[config.mk]
export PLATFORM = sky130hd
export DESIGN_NAME = sqwave_gen
export DESIGN_NICKNAME = d
export VERILOG_FILES = /design/src/rtl/sqwave_pkg.sv /design/src/rtl/sqwave_chan.sv /design/src/rtl/sqwave_gen.sv
export SDC_FILE = /design/constraint.sdc
export NUM_CORES = 1
export LEC_CHECK = 0
export CORE_MARGIN = 10
export CORE_UTILIZATION = 51
export DETAILED_ROUTE_END_ITERATION = 10
export GPL_ROUTABILITY_DRIVEN = 0
export PLACE_DENSITY = 0.77
export SYNTH_ARGS = -nofsm -noshare
export SYNTH_HDL_FRONTEND = slang
export SYNTH_SLANG_ARGS = --single-unit
[constraint.sdc]
create_clock -name clk -period 8.9 [get_ports clk]
set_input_delay 1.78 -clock clk [delete_from_list [all_inputs] [get_ports clk]]
set_output_delay 1.78 -clock clk [all_outputs]
set_load 0.01 [all_outputs]
[src/rtl/sqwave_pkg.sv]
// rtl/sqwave_pkg.sv - shared types, constants and effective-value helpers for sqwave_gen
package sqwave_pkg;

  localparam int SQW_CNT_W      = 16;
  localparam int SQW_MIN_PERIOD = 2;

  typedef struct packed {
    logic [SQW_CNT_W-1:0] period;
    logic [SQW_CNT_W-1:0] high;
    logic [SQW_CNT_W-1:0] phase;
  } sqwave_cfg_t;

  typedef enum logic [1:0] {
    SQW_IDLE  = 2'd0,
    SQW_RUN   = 2'd1,
    SQW_DRAIN = 2'd2
  } sqwave_st_e;

  function automatic logic [SQW_CNT_W-1:0] sqw_eff_period(input logic [SQW_CNT_W-1:0] p);
    return (p < SQW_CNT_W'(SQW_MIN_PERIOD)) ? SQW_CNT_W'(SQW_MIN_PERIOD) : p;
  endfunction

  // Out-of-range phases start at 0 so the counter can never pass the wrap point.
  function automatic logic [SQW_CNT_W-1:0] sqw_eff_phase(input sqwave_cfg_t c);
    return (c.phase < sqw_eff_period(c.period)) ? c.phase : '0;
  endfunction

endpackage

[src/rtl/sqwave_chan.sv]
// rtl/sqwave_chan.sv - one square-wave channel: shadow/active config, FSM, counter, output flops
module sqwave_chan
  import sqwave_pkg::*;
(
  input  logic        clk,
  input  logic        rst_n,
  input  logic        en,
  input  logic        sync_start,
  input  logic        wr,
  input  sqwave_cfg_t wcfg,
  output logic        wave_o,
  output logic        wrap_o,
  output logic        busy_o
);

  localparam logic [SQW_CNT_W-1:0] ONE = SQW_CNT_W'(1);

  sqwave_st_e           st_q, st_d;
  sqwave_cfg_t          shd_q, act_q, act_d;
  logic [SQW_CNT_W-1:0] cnt_q, cnt_d;
  logic                 wave_d, wrap_d;
  logic                 last, reload, running;

  always_ff @(posedge clk or negedge rst_n) begin
    if (!rst_n) begin
      st_q   <= SQW_IDLE;
      shd_q  <= '0;
      act_q  <= '0;
      cnt_q  <= '0;
      wave_o <= 1'b0;
      wrap_o <= 1'b0;
    end else begin
      st_q   <= st_d;
      act_q  <= act_d;
      cnt_q  <= cnt_d;
      wave_o <= wave_d;
      wrap_o <= wrap_d;
      if (wr) shd_q <= wcfg;
    end
  end

  assign busy_o = (st_q != SQW_IDLE);

  always_comb begin
    st_d    = st_q;
    act_d   = act_q;
    cnt_d   = cnt_q;
    last    = (cnt_q == sqw_eff_period(act_q.period) - ONE);
    reload  = 1'b0;
    unique case (st_q)
      SQW_IDLE: begin
        // Start straight from the shadow so a write the cycle before en takes effect.
        act_d = shd_q;
        cnt_d = '0;
        if (en) begin
          st_d  = SQW_RUN;
          cnt_d = sqw_eff_phase(shd_q);
        end
      end
      SQW_RUN: begin
        if (sync_start) begin
          reload = 1'b1;
          cnt_d  = sqw_eff_phase(act_q);
          if (!en) st_d = SQW_DRAIN;
        end else if (last) begin
          cnt_d = '0;
          act_d = shd_q;
          if (!en) st_d = SQW_IDLE;
        end else begin
          cnt_d = cnt_q + ONE;
          if (!en) st_d = SQW_DRAIN;
        end
      end
      SQW_DRAIN: begin
        if (last) begin
          cnt_d = '0;
          act_d = shd_q;
          st_d  = en ? SQW_RUN : SQW_IDLE;
        end else begin
          cnt_d = cnt_q + ONE;
          if (en) st_d = SQW_RUN;
        end
      end
      default: begin
        st_d  = SQW_IDLE;
        cnt_d = '0;
      end
    endcase
    if (st_d == SQW_IDLE) cnt_d = '0;
    running = (st_d != SQW_IDLE);
    // Outputs are computed from next-state values so the flops line up with the counter.
    wave_d  = running && (cnt_d < act_d.high);
    wrap_d  = running && !reload && (cnt_d == sqw_eff_period(act_d.period) - ONE);
  end

endmodule

[src/rtl/sqwave_gen.sv]
// rtl/sqwave_gen.sv - multi-channel square-wave generator: write decode and channel array
module sqwave_gen
  import sqwave_pkg::*;
#(
  parameter int NCH   = 4,
  parameter int CNT_W = SQW_CNT_W,  // must equal sqwave_pkg::SQW_CNT_W
  parameter int CH_W  = (NCH > 1) ? $clog2(NCH) : 1
) (
  input  logic             clk,
  input  logic             rst_n,
  input  logic [NCH-1:0]   en,
  input  logic             sync_start,
  input  logic             cfg_wr,
  input  logic [CH_W-1:0]  cfg_ch,
  input  logic [CNT_W-1:0] cfg_period,
  input  logic [CNT_W-1:0] cfg_high,
  input  logic [CNT_W-1:0] cfg_phase,
  output logic [NCH-1:0]   wave_o,
  output logic [NCH-1:0]   wrap_o,
  output logic [NCH-1:0]   busy_o
);

  sqwave_cfg_t wcfg;

  assign wcfg = '{period: cfg_period, high: cfg_high, phase: cfg_phase};

  // Indices at or above NCH match no channel, so such writes are dropped.
  for (genvar i = 0; i < NCH; i++) begin : g_ch
    sqwave_chan u_chan (
      .clk        (clk),
      .rst_n      (rst_n),
      .en         (en[i]),
      .sync_start (sync_start),
      .wr         (cfg_wr && (cfg_ch == CH_W'(i))),
      .wcfg       (wcfg),
      .wave_o     (wave_o[i]),
      .wrap_o     (wrap_o[i]),
      .busy_o     (busy_o[i])
    );
  end

endmodule

==> key figures <==
Final layout
  – Synth-to-Final Area Change: 10.4%
  – Final instance area: 31700 µm²
  – Final Net Count: 3166
  – Layout cells sized above 1: 13.7%
  – Filler instances: 4587

STA
  – TNS Setup: 0 ns
  – Final count of pins violating max slew: 0
  – Final min period: 7.40 ns
  – Worst Hold Margin: 0.464 ns
  – Setup violators final: 0
  – Achievable frequency: 0.135 GHz
  – Fin. Hold Viols: 0
  – Final critical-path share of the clock period: 83.1%
  – Clock Skews: 0.0167 ns
  – Pin slew with the least headroom to its limit: 1.22 ns
  – Max_slew headroom: 18.0%
  – RSZ-0062 raised after global routing: no

Clock tree
  – Post-CTS Hold Fix Bufs: 0
  – Latest clock arrival within the worst-skew pair: 0.62 ns
  – PostCTS Resize Cnt: 0
  – Root Buffer: clkbuf_16
  – Postcts setup bufs: 0
  – CTS tree: yes
  – Number of buffers created by CTS: 49
  – Htree depth: 2
  – Sink Count: 464
  – Clock tree buffer depth: 3
  – Clock Pin Slew Worst Setup and Hold Paths: 0.06 ns

Placement
  – DPL Wire Length: 66500 µm
  – Port Buf Inserts: 69
  – Area post-placement: 30000 µm²

Logic synthesis
  – Synth warn: 0
  – Seq/Total Area, Yosys: 40.4%
  – Adder-cell area share of the yosys netlist: 8.37%
  – Synthesized cell area: 28700 µm²
  – Flops & latches, synth: 464
  – Largest cells by area after synthesis: dfrtp_1 40%, mux2_2 9.8%, ha_1 8.4%
  – Post-synth EDFFs: 0
  – Asr flop ratio synth: 100%
  – Post-synth top cells: 464 x dfrtp_1, 249 x mux2_2, 231 x inv_1
  – Cells after Synth: 2892
  – Count of different cell masters after synthesis: 99
  – Synth Flop Type: dfrtp_1
  – Area leader, netlist: dfrtp_1
  – Synth Net Count: 3142
  – Compound-cell area share of the yosys netlist: 12.6%
  – Synth Area in XOR/XNOR: 6.43%
  – Post-synth top area share: 40.4%
  – Mux cell area share after synthesis: 12.7%
  – Combinational family with the most area after synthesis: simple AND/OR/NAND/NOR gates
  – Count leader, synth: dfrtp_1
  – Mean Syn Cell Area: 9.93 µm²
  – Post-Synth Simple-Gate Area: 14.6%

Detailed routing
  – Total number of vias: 24040
  – Routed Wire Length: 90000 µm
  – Vias per inst: 6.49
  – Post-DR wirelength/cell: 24.3 µm
  – Drc violations: 0
  – Detail Route Antenna Nets: 0
  – TritonRoute pass-1 iters: 7
  – 1st-iter DRT viols: 3226

Die
  – Die Footprint: 66200 µm²
  – Die height: 257 µm
  – Num rows: 86
  – Initial Util: 51.8%
  – Ports: 70
  – Die Wd: 257 µm
  – Core area: 55400 µm²

Global route
  – Global-route wire length before repair: 139000 µm
  – Vias in the first global route: 23863
  – Gr usage total: 26.6%
  – Initial antenna violation count: 9
  – Grt total ovfl: 0
  – Pin count of the biggest net entering global routing: 180

Critical path
  – Worst endpoint data arrival time: 7.91 ns
  – CP Data Required Time: 9.41 ns
  – Crit. End Element: register
  – Kind of critical path: reg2reg
  – CP startpoint kind: register
  – Worst-path fanout max: 12

Power and ir drop
  – Peak supply drop: 0.187 mV
  – Leak: 14.1 nW
  – Power Density: 264 nW/µm²

Run status
  – Status: completed

Flow run
  – Max-Cap Viols: 0

Worst hold path
  – Min-Delay Path Class: reg2reg
[sequential cells by signal (all words and copies together) (netlist names)]
name                cells
g_ch.u_chan.act_q     192
g_ch.u_chan.shd_q     192
g_ch.u_chan.cnt_q      64
g_ch.u_chan.st_q        8
g_ch.u_chan.wave_o      4
g_ch.u_chan.wrap_o      4
[critical path, stage by stage (launching register included)]
cell       delay (ns)
dfrtp_1          0.44
nor3_1           0.63
nand4_1          0.33
o31ai_1          0.41
ha_1             0.26
nor3b_2          0.47
a31oi_1          0.22
o21ai_0          0.22
o211ai_1         0.15
a2111oi_4        0.48
and4_1           0.48
o21ai_1          0.14
a211o_1          0.38
nor3_1           0.99
or2_2            0.29
ha_1             0.25
xor2_1           0.17
or3_1            0.37
a211oi_1         0.18
o2111ai_1        0.14
nor4b_1          0.28
[cells by family (layout without fill, tap and decap cells)]
family                     after synthesis  count (layout)
and+or+nand+nor                        802             802
AOI/OAI and AO/OA                      546             546
DFF                                    464             464
buffers and inverters                  351             414
muxes                                  333             333
xor gates and xnor gates               204             204
adders and majority gates              192             192
other                                    0               3
[layout make-up]
type,instances,area [µm²],share of cell area (%)
clock buffers,64,1370,4.31
repair buffers,90,866,2.73
flip-flops and latches,464,11600,36.6
multi-input cells,2077,15700,49.7
inverters,234,878,2.77
diodes,3,7.51,0.0237
clock inverters,26,287,0.904
well taps,748,936,2.95
[power breakdown]
group,switching (W),total [W],internal [W]
sequential,0.000624,0.00322,0.00260
combinational,0.00173,0.00302,0.00129
clock,0.000914,0.00214,0.00123
total,0.00326,0.00838,0.00512
[path summary, 6_finish.rpt]
check	startpoint	endpoint	slack, ns	cells past startpoint
setup / recovery	g_ch[0].u_chan.act_q[45]	g_ch[0].u_chan.wrap_o	1.50	20
hold / removal	g_ch[1].u_chan.act_q[31]	g_ch[1].u_chan.act_q[31]	0.46	2
setup reg to reg	g_ch[0].u_chan.act_q[45]	g_ch[0].u_chan.wrap_o	1.50	20
hold reg to reg	g_ch[1].u_chan.act_q[31]	g_ch[1].u_chan.act_q[31]	0.46	2
max in group asynchronous	rst_n	g_ch[1].u_chan.shd_q[19]	6.27	2
min in group asynchronous	rst_n	g_ch[3].u_chan.act_q[37]	1.14	1
[routing by layer]
layer / track usage (%) / routed length, µm / vias to the layer above
li1: - / - / 10464
met1: 33.5 / 34900 / 11680
met2: 40.7 / 39400 / 1518
met3: 7.58 / 10600 / 378
met4: 14.1 / 5150 / 0
met5: 0 / 0 / -
[stage by stage]
| step | setup slack (ns) | utilization [%] | power [W] | cells |
|---|---|---|---|---|
| 2_1_floorplan | 2.39 | - | 0.00516 | 2892 |
| 3_3_place_gp | 1.98 | 54.2 | 0.00596 | 3613 |
| 3_5_place_dp | 1.69 | 54.2 | 0.00613 | 3613 |
| 4_1_cts | 1.71 | 57.2 | 0.00829 | 3703 |
| 5_1_grt | 0.847 | 57.2 | 0.00882 | 3703 |
| 6_report | 1.50 | 57.2 | 0.00838 | 3706 |
[placed cells by master, fill, tap and decap left out, drive strengths merged, types with 56 or more instances in the layout]
| cell | n |
|---|---|
| nor2 | 137 |
| xor2 | 77 |
| nand3 | 68 |
| nand2 | 216 |
| dfrtp | 464 |
| clkdlybuf4s50 | 68 |
| nand4 | 56 |
| o21ai | 164 |
| inv | 235 |
| mux2 | 250 |
| a21oi | 121 |
| ha | 192 |
| xnor2 | 123 |
| nor3 | 74 |
| mux2i | 83 |
| clkbuf | 64 |
Note: power is estimated with default switching activity, not from simulation.
